**config.mk**
```make
export PLATFORM = sky130hd
export DESIGN_NAME = mem_arbiter_flat
export DESIGN_NICKNAME = d
export VERILOG_FILES = /design/src/rtl/mem_arbiter_if.sv /design/src/rtl/mem_arbiter.sv /design/src/flat_wrapper.sv
export SDC_FILE = /design/constraint.sdc
export NUM_CORES = 1
export LEC_CHECK = 0
export ABC_AREA = 1
export CORE_UTILIZATION = 44
export CTS_CLUSTER_SIZE = 10
export DETAILED_ROUTE_END_ITERATION = 8
export GPL_TIMING_DRIVEN = 1
export PLACE_DENSITY = 0.85
export REMOVE_ABC_BUFFERS = 1
export SYNTH_ARGS = -nofsm -noshare
export SYNTH_HDL_FRONTEND = slang
export SYNTH_SLANG_ARGS = --single-unit
```
**constraint.sdc**
```tcl
create_clock -name clk -period 2.1 [get_ports clk]
set_input_delay 0.21 -clock clk [delete_from_list [all_inputs] [get_ports clk]]
set_output_delay 0.21 -clock clk [all_outputs]
set_load 0.1 [all_outputs]
```
**src/rtl/mem_arbiter_if.sv**
```systemverilog
// Bundle of client handshakes, shared read data and memory-side port for mem_arbiter.
// slave: the arbiter's view. master: the clients/memory side's view.
interface mem_arbiter_if #(
   parameter int unsigned MEM_SIZE = 6,
   parameter int unsigned DATA_W   = 10
);
   localparam int unsigned ADDR_SIZE = (MEM_SIZE > 1) ? $clog2(MEM_SIZE) : 1;

   logic                 a_req;
   logic                 a_we;
   logic [ADDR_SIZE-1:0] a_addr;
   logic [DATA_W-1:0]    a_wdata;
   logic                 a_gnt;
   logic                 a_rvalid;

   logic                 b_req;
   logic                 b_we;
   logic [ADDR_SIZE-1:0] b_addr;
   logic [DATA_W-1:0]    b_wdata;
   logic                 b_gnt;
   logic                 b_rvalid;

   logic [DATA_W-1:0]    rdata;
   logic                 err;

   logic                 mem_write_flag;
   logic [DATA_W-1:0]    mem_data_in;
   logic [ADDR_SIZE-1:0] mem_addr_w;
   logic                 mem_read_flag;
   logic [ADDR_SIZE-1:0] mem_addr_r;
   logic [DATA_W-1:0]    mem_data_out;

   modport slave (
      input  a_req, a_we, a_addr, a_wdata,
      input  b_req, b_we, b_addr, b_wdata,
      input  mem_data_out,
      output a_gnt, a_rvalid, b_gnt, b_rvalid,
      output rdata, err,
      output mem_write_flag, mem_data_in, mem_addr_w, mem_read_flag, mem_addr_r
   );

   modport master (
      output a_req, a_we, a_addr, a_wdata,
      output b_req, b_we, b_addr, b_wdata,
      output mem_data_out,
      input  a_gnt, a_rvalid, b_gnt, b_rvalid,
      input  rdata, err,
      input  mem_write_flag, mem_data_in, mem_addr_w, mem_read_flag, mem_addr_r
   );
endinterface

```
**src/rtl/mem_arbiter.sv**
```systemverilog
// Two-client round-robin arbiter in front of a single memory block.
// Pipeline: grant (T, combinational) -> memory issue (T+1) -> read return (T+2).
// Optional feature macro: MEM_ARB_ADDR_CHECK_EN enables the out-of-range address
// check (no memory op, err pulse, zero read data); when undefined err is tied 0.
module mem_arbiter #(
   parameter int unsigned MEM_SIZE = 6,
   parameter int unsigned DATA_W   = 10
) (
   input  logic          clk,
   input  logic          rst,
   mem_arbiter_if.slave  bus
);
   localparam int unsigned ADDR_SIZE = (MEM_SIZE > 1) ? $clog2(MEM_SIZE) : 1;

   typedef enum logic {
      OWN_A = 1'b0,
      OWN_B = 1'b1
   } owner_t;

   owner_t               prio;
   logic                 gnt_a;
   logic                 gnt_b;
   logic                 sel_we;
   logic [ADDR_SIZE-1:0] sel_addr;
   logic [DATA_W-1:0]    sel_wdata;
   logic                 sel_oor;

   logic                 write_flag;
   logic [DATA_W-1:0]    data_in;
   logic [ADDR_SIZE-1:0] addr_w;
   logic                 read_flag;
   logic [ADDR_SIZE-1:0] addr_r;
   logic                 err_q;
   logic                 iss_read;
   owner_t               iss_owner;
   logic                 iss_oor;

   logic                 rvalid_a;
   logic                 rvalid_b;
   logic                 ret_err;
   logic [DATA_W-1:0]    rdata_hold;
   logic [DATA_W-1:0]    ret_data;

   // Grant selection: lone requester wins, contention resolved by priority holder
   always_comb begin
      gnt_a = 1'b0;
      gnt_b = 1'b0;
      if (!rst) begin
         if (bus.a_req && (!bus.b_req || prio == OWN_A)) begin
            gnt_a = 1'b1;
         end else if (bus.b_req) begin
            gnt_b = 1'b1;
         end
      end
   end

   // Mux the granted client's request onto the issue path
   always_comb begin
      sel_we    = gnt_b ? bus.b_we    : bus.a_we;
      sel_addr  = gnt_b ? bus.b_addr  : bus.a_addr;
      sel_wdata = gnt_b ? bus.b_wdata : bus.a_wdata;
`ifdef MEM_ARB_ADDR_CHECK_EN
      sel_oor   = (32'(sel_addr) >= 32'(MEM_SIZE));
`else
      sel_oor   = 1'b0;
`endif
   end

   // Priority pointer: passes to the other client only when its holder is granted
   always_ff @(posedge clk) begin
      if (rst) begin
         prio <= OWN_A;
      end else if (gnt_a && prio == OWN_A) begin
         prio <= OWN_B;
      end else if (gnt_b && prio == OWN_B) begin
         prio <= OWN_A;
      end
   end

   // Issue stage: one-cycle memory op pulses; address/data registers hold when idle
   always_ff @(posedge clk) begin
      if (rst) begin
         write_flag <= 1'b0;
         data_in    <= '0;
         addr_w     <= '0;
         read_flag  <= 1'b0;
         addr_r     <= '0;
         err_q      <= 1'b0;
         iss_read   <= 1'b0;
         iss_owner  <= OWN_A;
         iss_oor    <= 1'b0;
      end else begin
         write_flag <= 1'b0;
         read_flag  <= 1'b0;
         err_q      <= 1'b0;
         iss_read   <= 1'b0;
         if (gnt_a || gnt_b) begin
            err_q     <= sel_oor;
            iss_read  <= !sel_we;
            iss_owner <= gnt_b ? OWN_B : OWN_A;
            iss_oor   <= sel_oor;
            if (!sel_oor) begin
               if (sel_we) begin
                  write_flag <= 1'b1;
                  addr_w     <= sel_addr;
                  data_in    <= sel_wdata;
               end else begin
                  read_flag  <= 1'b1;
                  addr_r     <= sel_addr;
               end
            end
         end
      end
   end

   // Return stage: owner tag travels with the read so interleaved reads stay ordered
   always_ff @(posedge clk) begin
      if (rst) begin
         rvalid_a   <= 1'b0;
         rvalid_b   <= 1'b0;
         ret_err    <= 1'b0;
         rdata_hold <= '0;
      end else begin
         rvalid_a <= iss_read && (iss_owner == OWN_A);
         rvalid_b <= iss_read && (iss_owner == OWN_B);
         ret_err  <= iss_oor;
         if (rvalid_a || rvalid_b) begin
            rdata_hold <= ret_data;
         end
      end
   end

   // Memory output is already registered; pass it through in the return cycle only
   always_comb begin
      ret_data = ret_err ? '0 : bus.mem_data_out;
   end

   assign bus.a_gnt          = gnt_a;
   assign bus.b_gnt          = gnt_b;
   assign bus.a_rvalid       = rvalid_a;
   assign bus.b_rvalid       = rvalid_b;
   assign bus.rdata          = (rvalid_a || rvalid_b) ? ret_data : rdata_hold;
   assign bus.err            = err_q;
   assign bus.mem_write_flag = write_flag;
   assign bus.mem_data_in    = data_in;
   assign bus.mem_addr_w     = addr_w;
   assign bus.mem_read_flag  = read_flag;
   assign bus.mem_addr_r     = addr_r;

endmodule
```
**src/flat_wrapper.sv**
```systemverilog
// flat-port wrapper written by rule: the top's interface ports become plain ports
module mem_arbiter_flat 
#(
   parameter int unsigned MEM_SIZE = 6,
   parameter int unsigned DATA_W   = 10
)
  (clk, rst, bus_a_req, bus_a_we, bus_a_addr, bus_a_wdata, bus_b_req, bus_b_we, bus_b_addr, bus_b_wdata, bus_mem_data_out, bus_a_gnt, bus_a_rvalid, bus_b_gnt, bus_b_rvalid, bus_rdata, bus_err, bus_mem_write_flag, bus_mem_data_in, bus_mem_addr_w, bus_mem_read_flag, bus_mem_addr_r);
  mem_arbiter_if #(.MEM_SIZE(MEM_SIZE), .DATA_W(DATA_W)) bus_i ();
  input  logic clk;
  input  logic rst;
  input wire logic [$bits(bus_i.a_req)-1:0] bus_a_req;
  input wire logic [$bits(bus_i.a_we)-1:0] bus_a_we;
  input wire logic [$bits(bus_i.a_addr)-1:0] bus_a_addr;
  input wire logic [$bits(bus_i.a_wdata)-1:0] bus_a_wdata;
  input wire logic [$bits(bus_i.b_req)-1:0] bus_b_req;
  input wire logic [$bits(bus_i.b_we)-1:0] bus_b_we;
  input wire logic [$bits(bus_i.b_addr)-1:0] bus_b_addr;
  input wire logic [$bits(bus_i.b_wdata)-1:0] bus_b_wdata;
  input wire logic [$bits(bus_i.mem_data_out)-1:0] bus_mem_data_out;
  output wire logic [$bits(bus_i.a_gnt)-1:0] bus_a_gnt;
  output wire logic [$bits(bus_i.a_rvalid)-1:0] bus_a_rvalid;
  output wire logic [$bits(bus_i.b_gnt)-1:0] bus_b_gnt;
  output wire logic [$bits(bus_i.b_rvalid)-1:0] bus_b_rvalid;
  output wire logic [$bits(bus_i.rdata)-1:0] bus_rdata;
  output wire logic [$bits(bus_i.err)-1:0] bus_err;
  output wire logic [$bits(bus_i.mem_write_flag)-1:0] bus_mem_write_flag;
  output wire logic [$bits(bus_i.mem_data_in)-1:0] bus_mem_data_in;
  output wire logic [$bits(bus_i.mem_addr_w)-1:0] bus_mem_addr_w;
  output wire logic [$bits(bus_i.mem_read_flag)-1:0] bus_mem_read_flag;
  output wire logic [$bits(bus_i.mem_addr_r)-1:0] bus_mem_addr_r;
  assign bus_i.a_req = bus_a_req;
  assign bus_i.a_we = bus_a_we;
  assign bus_i.a_addr = bus_a_addr;
  assign bus_i.a_wdata = bus_a_wdata;
  assign bus_i.b_req = bus_b_req;
  assign bus_i.b_we = bus_b_we;
  assign bus_i.b_addr = bus_b_addr;
  assign bus_i.b_wdata = bus_b_wdata;
  assign bus_i.mem_data_out = bus_mem_data_out;
  assign bus_a_gnt = bus_i.a_gnt;
  assign bus_a_rvalid = bus_i.a_rvalid;
  assign bus_b_gnt = bus_i.b_gnt;
  assign bus_b_rvalid = bus_i.b_rvalid;
  assign bus_rdata = bus_i.rdata;
  assign bus_err = bus_i.err;
  assign bus_mem_write_flag = bus_i.mem_write_flag;
  assign bus_mem_data_in = bus_i.mem_data_in;
  assign bus_mem_addr_w = bus_i.mem_addr_w;
  assign bus_mem_read_flag = bus_i.mem_read_flag;
  assign bus_mem_addr_r = bus_i.mem_addr_r;
  mem_arbiter #(.MEM_SIZE(MEM_SIZE), .DATA_W(DATA_W)) u_core (.clk(clk), .rst(rst), .bus(bus_i));
endmodule
```
## Word-level counts from Yosys, hierarchy flattened

Index checks and enable logic that the tools add are counted.

| word-level totals | value |
|---|---|
| bits in registers | 33 |
| bits in latches | 0 |
| bits in writable memories | 0 |
| memory bits (read-only) | 0 |
| input bits | 42 |
| word-level logic and storage cells | 43 |
| memories kept | 0 |

| operators by class | value |
|---|---|
| add/sub/neg operators | 0 |
| multipliers | 0 |
| div/mod/pow operators | 0 |
| order comparisons | 0 |
| equal/unequal tests | 0 |
| shifts and indexed selects | 0 |
| mux-type cells | 14 |
| bitwise logic cells | 4 |
| reductions and logical operators | 14 |

Operators by type and width:

| kind | count |
|---|---|
| $mux 10 | 2 |
| $mux 1 | 11 |
| $logic_and 1x1->1 | 5 |
| $not 1->1 | 4 |
| $reduce_and 2->1 | 2 |
| $logic_or 1x1->1 | 3 |
| $mux 3 | 1 |
| $logic_not 1->1 | 2 |
| $reduce_bool 2->1 | 1 |
| $reduce_or 2->1 | 1 |

## Depth between registers and ports, before layout

| depth | value |
|---|---|
| depth after elaboration | 8 |
| depth in mapped cells | 9 |

## Worst setup path after synthesis

No wires, ideal clock.

| timing path | value |
|---|---|
| path kind | register to output |
| start | register u_core.rvalid_b, in the netlist u_core.bus.b_rvalid |
| end | output bus_rdata[0] |
| arrival time | 2.051 ns |
| required time | 1.890 ns |
| path slack | -0.161 ns |
| stages on the path, launching flop included | 6 |
| cell sequence | dfxtp_1 -> nor2_1 -> clkbuf_1 -> nand2_1 -> o21ai_0 -> inv_1 |

| between the ends | value |
|---|---|
| cells in the longest elaborated chain, start to end | 2 |

RTL lines:

| what | RTL line | RTL |
|---|---|---|
| start: declaration | mem_arbiter.sv:39 | `logic rvalid_b;` |
| start signal: assignment | mem_arbiter.sv:125 | `rvalid_b <= iss_read && (iss_owner == OWN_B);` |
| $logic_or 1x1->1 | mem_arbiter.sv:142 | `assign bus.rdata = (rvalid_a \|\| rvalid_b) ? ret_data : rdata_hold;` |
| $mux 10 | mem_arbiter.sv:142 |  |
| end: declaration | flat_wrapper.sv:24 | `output wire logic [$bits(bus_i.rdata)-1:0] bus_rdata;` |

No other way between the ends.

## Worst setup path in the final report

| timing path | value |
|---|---|
| start | input bus_a_req |
| end | output bus_b_gnt |

| between the ends | value |
|---|---|
| cells in the longest elaborated chain, start to end | 3 |

RTL lines:

| what | RTL line | RTL |
|---|---|---|
| start: declaration | flat_wrapper.sv:11 | `input wire logic [$bits(bus_i.a_req)-1:0] bus_a_req;` |
| $logic_and 1x1->1 | mem_arbiter.sv:49 | `if (bus.a_req && (!bus.b_req \|\| prio == OWN_A)) begin` |
| $mux 1 | mem_arbiter.sv:49 |  |
| $mux 1 | mem_arbiter.sv:48 | `if (!rst) begin` |
| end: declaration | flat_wrapper.sv:22 | `output wire logic [$bits(bus_i.b_gnt)-1:0] bus_b_gnt;` |

No other way between the ends.

==> metrics.md <==
| Metric | Value |
|---|---|
| Status | `finished clean` |
| Avg WL per Cell | `slightly above 10 um` |
| # IOs | `75` |
| Inserted Diodes | `0` |
| Setup crit start kind | `input pin` |
| Max cap viols | `0` |
| Worst Path Max Fanout | `18` |
| Static leakage | `approximately 1.3 nW` |
| Initial DRC Count | `31` |
| Hold WC Path Type | `reg2reg` |
| GR Layer Usage met3 | `0.0683` |
| Mapped Cells | `around 240` |
| First-pass iteration count of the detailed router | `4` |
| Die width | `between 60 and 70 um` |
| Largest net degree at the start of global routing | `21` |
| Post-synth top area share | `0.406` |
| Reg2reg start | `u_core.prio$_SDFFE_PP0P_` |
| Reg-to-reg setup timing slack | `~0.56 ns` |
| Max-slew violation count | `0` |
| Fin crit share | `0.923` |
| CTS tree | `done` |
| Synth cell types | `22` |
| DRC viols | `0` |
| Post-route antenna net violation count | `0` |
| Upper clock frequency limit | `around 520 MHz` |
| Worst Path Arrival | `1.73 ns` |
| R2r worst-path depth | `8` |
| Core Box Area | `between 3000 and 4000 sq um` |
| Final clock skew | `0.00198 ns` |
| Hold_sp | `u_core.iss_owner$_SDFFE_PP0P_` |
| Number of hold violations in the final report | `0` |
| Setup TNS | `0 ns` |
| Syn_area_per_cell | `between 6 and 7 sq um` |
| Post-synth top area cell | `dfxtp_1` |
| Area Growth Syn to Fin | `56.0%` |
| Clock transition at path regs | `0.09 ns` |
| Gr usage total | `0.214` |
| Clock Sinks | `32` |
| Post-CTS Setup Bufs | `0` |
| Number of vias per cell | `4.45` |
| Overflow after GRT | `0` |
| Synth Cell Area | `roughly 1600 sq um` |
| Port bufs | `73` |
| Finish-stage setup viols | `0` |
| Htree depth | `2` |
| Die H | `61.9 um` |
| Hold path endpoint | `u_core.bus.a_rvalid$_SDFF_PP0_` |
| Sequential-to-total area share from yosys stat | `0.406` |
| Top post-synthesis cells by area | `dfxtp_1 (41%), nand2_1 (18%), inv_1 (10%)` |
| Min Tclk post-route | `roughly 1.9 ns` |
| RSZ-0062 raised after global routing | `false` |
| Cells on Worst Hold Path | `1` |
| Antenna violations before repair | `0` |
| Number of register bits inferred by synthesis | `32` |
| CTS buffer count | `5` |
| Nets | `~360` |
| First-pass GRT wire length | `around 5900 um` |
| Vias in the first global route | `about 1500` |
| Worst-Skew Late Latency | `0.33 ns` |
| Setup Crit Path Kind | `in2out` |
| Worst path required time | `1.89 ns` |
| Final HPWL DP | `around 2900 um` |
| Number of cell rows | `21` |
| RD Place Congestion | `approximately 0.74` |
| Power per Cell Area | `around 800 nW/um^2` |
| Reg-to-Reg End | `u_core.bus.mem_data_in[8]$_SDFFE_PP0P_` |
| Total Routed Length | `between 3000 and 4000 um` |
| M2 GR Usage | `0.393` |
| Die ar. | `about 3800 sq um` |
| Via count | `between 1500 and 2000` |
| Design Power | `around 1.9 mW` |
| Initial core utilization | `0.465` |
| Syn. warnings | `0` |
| Clock Root Buffer | `clkbuf_4` |
| Global route hottest layer | `met2` |
| Max clock buf depth | `2` |
| Share of cells above drive strength 1 | `0.180` |
| Peak VDD IR | `roughly 420 uV` |
| Crit. End Element | `primary output` |
| Routing usage on met1 | `0.215` |
==> layout by cell type, fill, tap and decap left out, drive strengths merged <==
| cell type | netlist | routed |
|---|---|---|
| nor2 | 46 | 46 |
| clkbuf | 3 | 6 |
| clkinv | 0 | 2 |
| buf | 7 | 35 |
| nand3 | 13 | 13 |
| inv | 46 | 45 |
| clkdlybuf4s50 | 0 | 41 |
| nor3 | 2 | 2 |
| dfxtp | 32 | 32 |
| o31ai | 2 | 2 |
| nand2 | 80 | 80 |
| conb | 1 | 1 |
| clkinvlp | 0 | 1 |
| o21ai | 10 | 10 |
==> worst max-delay path: stages <==
cell	delay [ns]
clkdlybuf4s50_1	0.54
nand2_2	0.15
nand2_4	0.27
clkinvlp_4	0.31
buf_12	0.25
==> flip-flops by register name, indices dropped and copies added, names as in the netlist <==
name and flops:
u_core.bus.mem_addr_r 3, u_core.bus.mem_write_flag 1, u_core.bus.mem_addr_w 3, u_core.bus.a_rvalid 1, u_core.rdata_hold 10, u_core.bus.mem_data_in 10
u_core.iss_read 1, u_core.bus.b_rvalid 1, u_core.prio 1, u_core.iss_owner 1
==> worst max-delay path by stage <==
stage | start | end | slack [ns] | depth (start not counted)
2_1_floorplan | u_core.bus.b_rvalid$_SDFF_PP0_ | bus_rdata[0] | -0.31 | 4
3_3_place_gp | bus_b_req | bus_b_gnt | 0.12 | 6
3_5_place_dp | bus_b_req | bus_b_gnt | 0.11 | 6
4_1_cts | bus_b_req | bus_b_gnt | 0.09 | 6
5_1_grt | bus_a_req | bus_b_gnt | 0.05 | 5
6_report | bus_a_req | bus_b_gnt | 0.16 | 5
==> repair_timing <==
action / in CTS / in global routing
gates resized for setup: 0 / 1
hold buffers: 0 / 0
endpoints found under the setup margin: 0 / 1
==> kinds of logic (layout without fill, tap and decap cells) <==
logic type,count (synthesis),in the layout,synth area share
AO/OA/AOI/OAI,12,12,0.0412
buffers and inverters,56,130,0.149
flip-flops,32,32,0.406
other,1,1,0.00238
AND/OR/NAND/NOR,141,141,0.401
==> stage by stage <==
step	instance area, sq um	instances	hold slack, ns	worst slack (ns)	util
floorplan	1520	232	0.282	-0.312	-
global placement	2400	354	0.409	0.125	0.707
detailed placement	2400	354	0.429	0.108	0.707
CTS	2460	362	0.445	0.0944	0.725
global route	2460	362	0.452	0.0471	0.726
finish	2460	362	0.439	0.162	0.726
==> routing by layer <==
layer | up-vias | routed length [um]
met3 | 7 | 262
met4 | 0 | 62
met2 | 58 | 1820
li1 | 850 | -
met1 | 695 | 1500
met5 | - | 0
==> synthesized netlist by cell type <==
master / instances
nor2_8: 1
dfxtp_1: 32
nand2_4: 2
nor2_1: 43
nand2_1: 75
nand3_1: 11
nand3_4: 1
inv_2: 3
nor2_4: 2
conb_1: 1
clkbuf_1: 3
nand2_2: 2
o21ai_0: 10
buf_1: 1
o31ai_1: 2
buf_6: 2
inv_1: 43
buf_2: 2
nand2_8: 1
nor3_1: 2
nand3_2: 1
buf_4: 2
==> report_power, final <==
part           internal [mW]  leakage [nW]  switching [mW]
logic                  0.272          1.02           0.611
registers              0.655         0.263          0.0204
clock network          0.159        0.0380           0.201
==> final cells by class <==
cell class,count,area (sq um)
sequential,32,641
tap,46,57.6
timing repair buffer,76,823
clock buffer,6,51.3
multi-input combinational,154,702
fill,284,928
clock inverter,2,10.0
inverter,46,176
Note: power is estimated with default switching activity, not from simulation.
